## config.mk

```make
export PLATFORM = sky130hd
export DESIGN_NAME = rot_seq_ctrl
export DESIGN_NICKNAME = d
export VERILOG_FILES = /design/src/rtl/rot_seq_ctrl.sv
export SDC_FILE = /design/constraint.sdc
export NUM_CORES = 1
export LEC_CHECK = 0
export CAP_MARGIN = 0
export CORE_AREA = 2 2 39 41
export DETAILED_ROUTE_END_ITERATION = 10
export DIE_AREA = 0 0 41 43
export PLACE_DENSITY = 0.74
export RECOVER_POWER = 25
export SETUP_SLACK_MARGIN = 0.1
export SYNTH_ARGS = -nofsm -noshare
export SYNTH_HDL_FRONTEND = slang
export SYNTH_SLANG_ARGS = --single-unit
```

## constraint.sdc

```tcl
create_clock -name clk -period 0.95 [get_ports clk]
set_input_delay 0.095 -clock clk [delete_from_list [all_inputs] [get_ports clk]]
set_output_delay 0.095 -clock clk [all_outputs]
set_load 0.01 [all_outputs]
```

## src/rtl/rot_seq_ctrl.sv

```systemverilog
// Serialised multi-step rotate controller: one single-bit rotate per clock, one operation in flight.
// Optional left rotation is compiled in when ROT_SEQ_LEFT_EN is defined.
module rot_seq_ctrl #(
  parameter int WIDTH = 4,
  parameter int AMT_W = 2
) (
  input  logic             clk,
  input  logic             rst,
  input  logic             in_valid,
  output logic             in_ready,
  input  logic [WIDTH-1:0] in_data,
  input  logic [AMT_W-1:0] in_amt,
  input  logic             in_dir,
  output logic             out_valid,
  input  logic             out_ready,
  output logic [WIDTH-1:0] out_data,
  output logic             busy
);

  typedef enum logic [1:0] {
    IDLE  = 2'd0,
    SHIFT = 2'd1,
    DONE  = 2'd2
  } state_e;

  localparam logic [AMT_W-1:0] CntOne = AMT_W'(1);

  state_e           state_q, state_d;
  logic [WIDTH-1:0] data_q, data_d;
  logic [AMT_W-1:0] cnt_q, cnt_d;
  logic             dir_q;
  logic [WIDTH-1:0] rot_r;

  assign rot_r = {data_q[0], data_q[WIDTH-1:1]};

`ifdef ROT_SEQ_LEFT_EN
  logic             dir_d;
  logic [WIDTH-1:0] rot_l;

  assign rot_l = {data_q[WIDTH-2:0], data_q[WIDTH-1]};
`else
  // Direction input has no function in the right-only build.
  logic unused_in_dir;

  assign dir_q         = 1'b0;
  assign unused_in_dir = in_dir;
`endif

  // NOTE: every variable gets a default first so no path leaves it unassigned (no latches).
  always_comb begin
    state_d = state_q;
    data_d  = data_q;
    cnt_d   = cnt_q;
`ifdef ROT_SEQ_LEFT_EN
    dir_d   = dir_q;
`endif
    unique case (state_q)
      IDLE: begin
        if (in_valid) begin
          data_d  = in_data;
          cnt_d   = in_amt;
`ifdef ROT_SEQ_LEFT_EN
          dir_d   = in_dir;
`endif
          state_d = (in_amt != '0) ? SHIFT : DONE;
        end
      end
      SHIFT: begin
`ifdef ROT_SEQ_LEFT_EN
        data_d = dir_q ? rot_l : rot_r;
`else
        data_d = rot_r;
`endif
        cnt_d = cnt_q - CntOne;
        if (cnt_q == CntOne) state_d = DONE;
      end
      DONE: begin
        if (out_ready) state_d = IDLE;
      end
      default: state_d = IDLE;
    endcase
  end

  // NOTE: sequential state uses non-blocking assignments so all registers update together.
  always_ff @(posedge clk) begin
    if (rst) begin
      state_q <= IDLE;
      data_q  <= '0;
      cnt_q   <= '0;
`ifdef ROT_SEQ_LEFT_EN
      dir_q   <= 1'b0;
`endif
    end else begin
      state_q <= state_d;
      data_q  <= data_d;
      cnt_q   <= cnt_d;
`ifdef ROT_SEQ_LEFT_EN
      dir_q   <= dir_d;
`endif
    end
  end

  // Ready is masked by reset directly so a request is never taken in the reset cycle.
  assign in_ready  = (state_q == IDLE) && !rst;
  assign out_valid = (state_q == DONE);
  assign busy      = (state_q != IDLE);
  assign out_data  = data_q;

endmodule
```

Yosys cells after proc, flatten, opt, wreduce, memory -nomap -nowiden
Index checks and enable logic that the tools add are counted.
{ "word_totals": {"in_bits": 11, "regBits": 8, "out_inout_bits": 7, "wordCells": 27} }
{ "op_classes": {"eq_ne": 6, "n_mux": 9, "reduce_logical": 8, "n_addsub": 1} }
{ "op_table": {"columns": ["op", "n"], "rows": [
  ["$mux 2", 5],
  ["$pmux 4 s2", 1],
  ["$pmux 2 s3", 1],
  ["$reduce_bool 2->1", 3],
  ["$eq 2x1->1 const B", 2],
  ["$mux 4", 1],
  ["$ne 2x2->1 const B", 2],
  ["$pmux 2 s2", 1],
  ["$reduce_and 3->1", 1],
  ["$eq 2x2->1 const B", 1],
  ["$logic_not 2->1", 1],
  ["$ne 2x1->1 const B", 1],
  ["$reduce_and 2->1", 1],
  ["$sub 2x1->2 const B", 1],
  ["$logic_and 1x1->1", 1],
  ["$logic_not 1->1", 1]
]} }

Longest topological paths before layout
Gate-level depths: netlist (run 1).
{ "logic_depth": {"depth_word": 4, "ltp_mapped": 5, "depth_no_buf": 5} }

Worst setup path before layout (run 1)
Ideal clock, no wire load.
{ "synth_timing": {"path_kind": "flip-flop to flip-flop", "start": "reg state_q[0]", "end": "reg state_q[0]", "t_arrival_ns": 0.904, "required_ns": 0.871, "path_buffers": 1, "path_slack_ns": -0.033, "setup_time_ns": 0.079, "synth_period_minus_slack_ns": 0.983, "stages_incl_launch_ff": 4, "cell_sequence": "dfxtp_1 buf_6 mux2_2 nor3_1"} }
{ "synth_between": {"elab_chain_cells": 3, "elab_cells_between_ends": 8, "classes_between": "5 x eq/ne; 1 x mux; 2 x reduce/logical"} }
{ "synth_rtl": {"columns": ["element", "line_no", "source"], "rows": [
  ["from (decl)", "28", "state_e state_q, state_d;"],
  ["from (signal assigned)", "94", "state_q <= state_d;"],
  ["$eq 2x1->1, or another cell as far along", "57", "unique case (state_q)"],
  ["$ne 2x2->1 (no source line) or $ne 2x1->1 (tied branches)", null, null],
  ["$reduce_and 3->1 (no source line)", null, null]
]} }
Several ways; a longest one is shown, not always the timed one.
A chain may end at the register's enable or synchronous reset.

Worst setup path after layout (run 1)
{ "layout_timing": {"start": "reg state_q[1]", "end": "reg cnt_q[0]"} }
{ "layout_between": {"elab_chain_cells": 3, "elab_cells_between_ends": 6, "classes_between": "2 x eq/ne; 1 x mux; 3 x reduce/logical"} }
{ "layout_rtl": {"columns": ["element", "line_no", "source"], "rows": [
  ["$eq 2x1->1 or $logic_not 2->1 (tied branches)", "57", null],
  ["$reduce_bool 2->1 (no source line) or $ne 2x2->1 (tied branches)", null, null],
  ["$reduce_and 2->1 (no source line)", null, null],
  ["to (signal assigned)", "96", "cnt_q <= cnt_d;"],
  ["to (decl)", "30", "logic [AMT_W-1:0] cnt_q, cnt_d;"]
]} }
Several ways; a longest one is shown, not always the timed one.

==> qor.yml, run 1 <==
setup_path:
  startpoint_type: "flop"
  end_kind: "flop"
  critPathKind: "flop to flop"
  crit_fanout: 6
  cp.arrival_ns: 1.23
  required_ns: 1.09
synth:
  seq_area_frac_synth_pct: 34.4
  synth.most_common_cell: "dfxtp_1"
  yosys_warnings: 0
  ys_top_cells_by_area: "dfxtp_1, a211oi_2, mux2i_1"
  synth.cell_area_sq_um: 465
  synth_edf_count: 0
  avgSynthCellArea_sq_um: 10.1
  ys_ff_latch: 8
  synth_common_cells: "dfxtp_1, a211oi_2, mux2i_1, nor2_2"
  synth.distinct_cells: 22
  synth.largest_area_cell: "dfxtp_1"
  synth_top_area_share_pct: 34.4
  synth_flop_cell: "dfxtp_1"
  async_reset_ff_share_pct: 0
  syn_nets: 58
  postSynthCellCount: 46
sta:
  post-route-period-util_pct: 114
  setup-violations-final: 11
  slew_viol_final: 0
  rsz0062_at_grt: "true"
  tightestPinTransition_ns: 0.199
  fin_ws_ns: -0.138
  fmaxAchievable_mhz: 920
  skew_ns: 0.00258
  finalHoldViolations: 0
  period_minus_slack_ns: 1.09
  slew_headroom_pct: 86.3
  holdWs_ns: 0.320
clock_network:
  clock_latency_ns: 0.25
  numClockSinks: 8
  htreeDepth: 1
  postCtsHoldBufs: 0
  numCtsBuffers: 3
  root_buffer: "clkbuf_4"
  cts_tree: "done"
  clockBufferDepth: 2
  clk_pin_slew_worst_paths_ns: 0.05
floorplanning:
  die-height_um: 43
  rows: 14
  die-area_sq_um: 1760
  core_sq_um: 1380
  die_x_um: 41
  io_pins: 18
  initial_core_util_pct: 33.6
placed_design:
  port_buffers: 16
  dp_slack_ns: -0.313
  place.gp.congestion: 0.684
  dpl_cell_area_sq_um: 734
  dp_hpwl_um: 751
detailed_routing:
  vias_per_cell: 4.74
  drt.antenna.violating_nets: 0
  drc_errors: 0
  vias: 460
  wl_per_cell_um: 12.3
  wl_um: 1200
  first_pass_iters: 2
  drt_iter0_drc: 1
global_routing:
  antenna_found_initial: 0
  grt_pass1_wl_um: 1870
  grt_pass1_vias: 434
  grtUsageTotal_pct: 16.3
  grt_overflow: 0
  grt_max_degree: 9
power:
  vdd_ir_drop_max_mv: 0.694
  p_total_mw: 1.12
  leakage_nw: 0.373
  p_per_area_nw_per_um2: 1320
outcome:
  violations: "negative setup slack"
  status: "finished, violations left"
layout:
  finalInstanceArea_sq_um: 847
  nets: 95
  syn_to_final_growth_pct: 82.0
  n_antenna_cell: 0
  drive_above_1_share_pct: 67.9
  fillCellCount: 133
  final_util_pct: 61.2
worst_hold_path:
  holdCritPathClass: "primary input to flop"
run:
  drv_cap: 0
[worst paths after layout]
check        slack [ns]  cells past startpoint        from    endpoint
max               -0.14                      4  state_q[1]    cnt_q[0]
min reg2reg        0.60                      3    cnt_q[1]    cnt_q[1]
max reg2reg       -0.14                      4  state_q[1]    cnt_q[0]
min                0.32                      4    in_valid  state_q[1]
[power breakdown]
group          switching, mW  internal, mW  leakage, nW  total [mW]
logic                  0.199         0.266        0.290       0.465
registers             0.0256         0.376       0.0685       0.401
clock network          0.111         0.144       0.0138       0.255
[cell usage in the layout (no fill, tap or decap), drive strengths merged]
cell type | Yosys | final
nand3 | 1 | 1
ha | 1 | 1
a21oi | 2 | 2
nand2 | 1 | 1
inv | 3 | 3
nand2b | 1 | 1
a31oi | 1 | 1
buf | 2 | 24
nor2 | 8 | 8
o21ai | 1 | 1
nor2b | 1 | 1
nor3b | 1 | 1
mux2 | 1 | 1
dfxtp | 8 | 8
a2bb2oi | 1 | 1
mux2i | 5 | 5
clkdlybuf4s50 | 0 | 8
nor3 | 1 | 1
dlymetal6s2s | 0 | 1
a211oi | 5 | 5
o21ba | 1 | 2
clkbuf | 1 | 4
[what timing repair did]
| item | 4_1_cts | 5_1_grt |
|---|---|---|
| endpoints found under the setup margin | 15 | 13 |
| gates resized for setup | 44 | 7 |
| setup buffers | 2 | 2 |
| pin swaps | 4 | 2 |
| gates cloned | 1 | 0 |
[worst max-delay path: stages, from the launching register on]
cell,delay [ns]
dfxtp_4,0.36
buf_6,0.12
o21ba_4,0.31
nand2b_4,0.16
a21oi_2,0.04
[sequential cells by signal (all words and copies together), names as in the netlist]
signal    flops
cnt_q         2
state_q       2
out_data      4
[area by class of cell]
class	count	area [sq um]	area share [%]
Multi-Input combinational cell	33	340	40.2
Timing Repair Buffer	34	282	33.2
Sequential cell	8	171	20.2
Clock buffer	3	22.5	2.66
Tap cell	16	20.0	2.36
Inverter	3	11.3	1.33
[logic make-up (layout without fill, tap and decap cells)]
family | count (synthesis) | in the layout | share of synthesized area (%)
buf+inv | 6 | 40 | 9.95
fa+ha+maj | 1 | 1 | 2.69
flops | 8 | 8 | 34.4
simple gates | 14 | 14 | 16.4
mux | 6 | 6 | 13.2
compound gates | 11 | 12 | 23.4
[metrics by stage]
stage                     cells  setup TNS, ns
after floorplan              46        -0.0272
after global placement       89          -2.35
after detailed placement     89          -2.50
after CTS                    95         -0.955
after global routing         97          -1.41
final                        97         -0.977
[layer usage]
metal  share of wire [%]  vias up  wire (um)  track usage [%]
met5                   0        -          0                0
met4                   0        0          0             10.0
met3                 6.4        0         77             4.71
met2                  52       17        619             25.0
met1                  42      208        498             18.7
li1                    -      235          -                -
No activity file was read; power rests on OpenSTA's default activity.
==> run 2, diff against run 1 <==
CTS_CLUSTER_SIZE = 12   (was default)
PLACE_DENSITY = 0.71   (was 0.74)
REMOVE_ABC_BUFFERS = 1   (was default)
clock period = 1.4 ns   (was 0.95 ns; I/O delays follow)
==> run 2 against run 1 <==
Against the previous run: clock power fell by 31%; core utilization fell by 14 points; final cell count fell by 15%; cell area fell by 23%; wire length fell by 20%; critical endpoint is now busy; die area did not move; critical path type is now flop to output port; clock skew fell by 0.0017 ns; the flow now finishes without violations; first-iteration DRC count did not move; worst setup slack improved by 0.34 ns.
==> qor.yml, run 2 (synthesized netlist as in run 1, its figures left out) <==
placed_design:
  dp_slack_ns: -0.00591  # +0.307 ns
  dpl.cell_count: 79  # -11%
  dpl_cell_area_sq_um: 641  # -13%
  place.gp.congestion: 0.672  # -1.8%
  port_buffers: 16  # unchanged
  dp_hpwl_um: 768  # +2.2%
sta:
  rsz0062_at_grt: "false"
  setup-violations-final: 0  # -11
  period_minus_slack_ns: 1.20
  fmaxAchievable_mhz: 835
  setup_tns_ns: 0  # +0.977 ns
  fin_ws_ns: 0.203  # +0.340 ns
  tightestPinTransition_ns: 0.203  # +0.00409 ns
  post-route-period-util_pct: 85.5
  slew_headroom_pct: 86.1  # -0.28 points
  skew_ns: 0.000875  # -0.00171 ns
  slew_viol_final: 0  # unchanged
  finalHoldViolations: 0  # unchanged
detailed_routing:
  wl_met2_um: 487  # -21%
  first_pass_iters: 2  # unchanged
  drt.antenna.violating_nets: 0  # unchanged
  wl_met1_um: 426  # -14%
  vias: 388  # -16%
  wl_um: 961  # -20%
  wl_per_cell_um: 11.7  # -5.0%
  drt_iter0_drc: 1  # unchanged
  drc_errors: 0  # unchanged
  wl_met3_um: 34  # -56%
  dr.max_layer_used: "met4"
  vias_per_cell: 4.73  # -0.22%
layout:
  nets: 80  # -16%
  layout_commonest_cell: "clkdlybuf4s50_1"
  syn_to_final_growth_pct: 40.1
  finalInstanceArea_sq_um: 652  # -23%
  largest_reg_flops: 4  # unchanged
  n_antenna_cell: 0  # unchanged
  fin_cells: 82  # -15%
  drive_above_1_share_pct: 31.8  # -36 points
  final_cell_mix: "clkdlybuf4s50_1, dfxtp_1, dlygate4sd2_1"
clock_network:
  numCtsBuffers: 3  # unchanged
  numClockSinks: 8  # unchanged
  root_buffer: "clkbuf_4"
  clockBufferDepth: 2  # unchanged
  cts_tree: "done"
  cts_setup_buffers: 0  # -2
  cts_resized: 8  # -82%
  htreeDepth: 1  # unchanged
  clk_pin_slew_worst_paths_ns: 0.05  # about the same
  clock_latency_ns: 0.25  # about the same
  postCtsHoldBufs: 0  # unchanged
setup_path:
  startpoint_type: "flop"
  reg2regPathDepth: 4  # unchanged
  critPathKind: "flop to output port"
  required_ns: 1.26  # +0.17 ns
  cp.arrival_ns: 1.06  # -0.17 ns
  r2r-start: "state_q[1]"
  crit_path_start: "state_q[0]"
  end_kind: "output port"
  crit_fanout: 4  # -2
worst_hold_path:
  hold_start: "cnt_q[0]"
  holdCritPathClass: "flop to flop"
  holdPathStages: 2  # -2
run:
  drv_cap: 0  # unchanged
global_routing:
  grtUsageTotal_pct: 12.0  # -4.3 points
  grt_max_degree: 12  # +3
  antenna_found_initial: 0  # unchanged
  grt_overflow: 0  # unchanged
  grt_pass1_vias: 336  # -23%
  grt_pass1_wl_um: 1380  # -26%
power:
  leakage_nw: 0.279  # -25%
  p_per_area_nw_per_um2: 1000  # -24%
  vdd_ir_drop_max_mv: 0.384  # -45%
floorplanning:
  die_x_um: 41  # unchanged
  core_sq_um: 1380  # unchanged
  io_pins: 18  # unchanged
  rows: 14  # unchanged
  die-area_sq_um: 1760  # unchanged
  die-height_um: 43  # unchanged
  initial_core_util_pct: 33.6  # unchanged
outcome:
  status: "completed"
==> run 2: changes by cell type in the layout (fill, tap and decap cells not counted), moves of 2 or more <==
cell and change:
buf_2 -4, dfxtp_1 +4, buf_4 -12, dlygate4sd2_1 +6, buf_6 -4, nor2_2 +2
dfxtp_4 -2, dfxtp_2 -2, nor2_4 -4, nor2_1 +2
==> run 2: metrics by stage <==
step	hold WS [ns]	power [mW]	utilization, %
after global routing	0.516	0.694	47.1
final	0.505	0.653	47.1
after global placement	0.481	0.496	46.3
after detailed placement	0.493	0.501	46.3
after CTS	0.502	0.668	47.4
after floorplan	0.205	0.393	-
==> run 2: final cells by class <==
type	count	area (sq um)
multi-input cells	32	259
flip-flops and latches	8	161
clock buffers	3	22.5
fillers	141	732
repair buffers	20	178
well taps	16	20.0
inverters	3	11.3
==> run 2: worst paths after layout <==
path	endpoint	slack, ns
max	busy	0.20
min	cnt_q[0]	0.51
max reg2reg	out_data[1]	0.29
min reg2reg	cnt_q[0]	0.51
==> run 2: layer usage <==
layer  GRT usage, %  up-vias
met3           4.71        2
li1               -      203
met5              0        -
met2           17.5        6
met4           8.00        0
met1           13.5      177
==> run 2: worst max-delay path, stage by stage (launching register included) <==
cell and delay [ns]:
dfxtp_2 0.33, nor2_1 0.13, inv_1 0.07, dlygate4sd2_1 0.28
==> run 2: where the power goes <==
part / leakage, nW / internal, mW / switching (mW)
Sequential: 0.0666 / 0.254 / 0.0216
Clock: 0.0138 / 0.0981 / 0.0774
Combinational: 0.199 / 0.110 / 0.0927
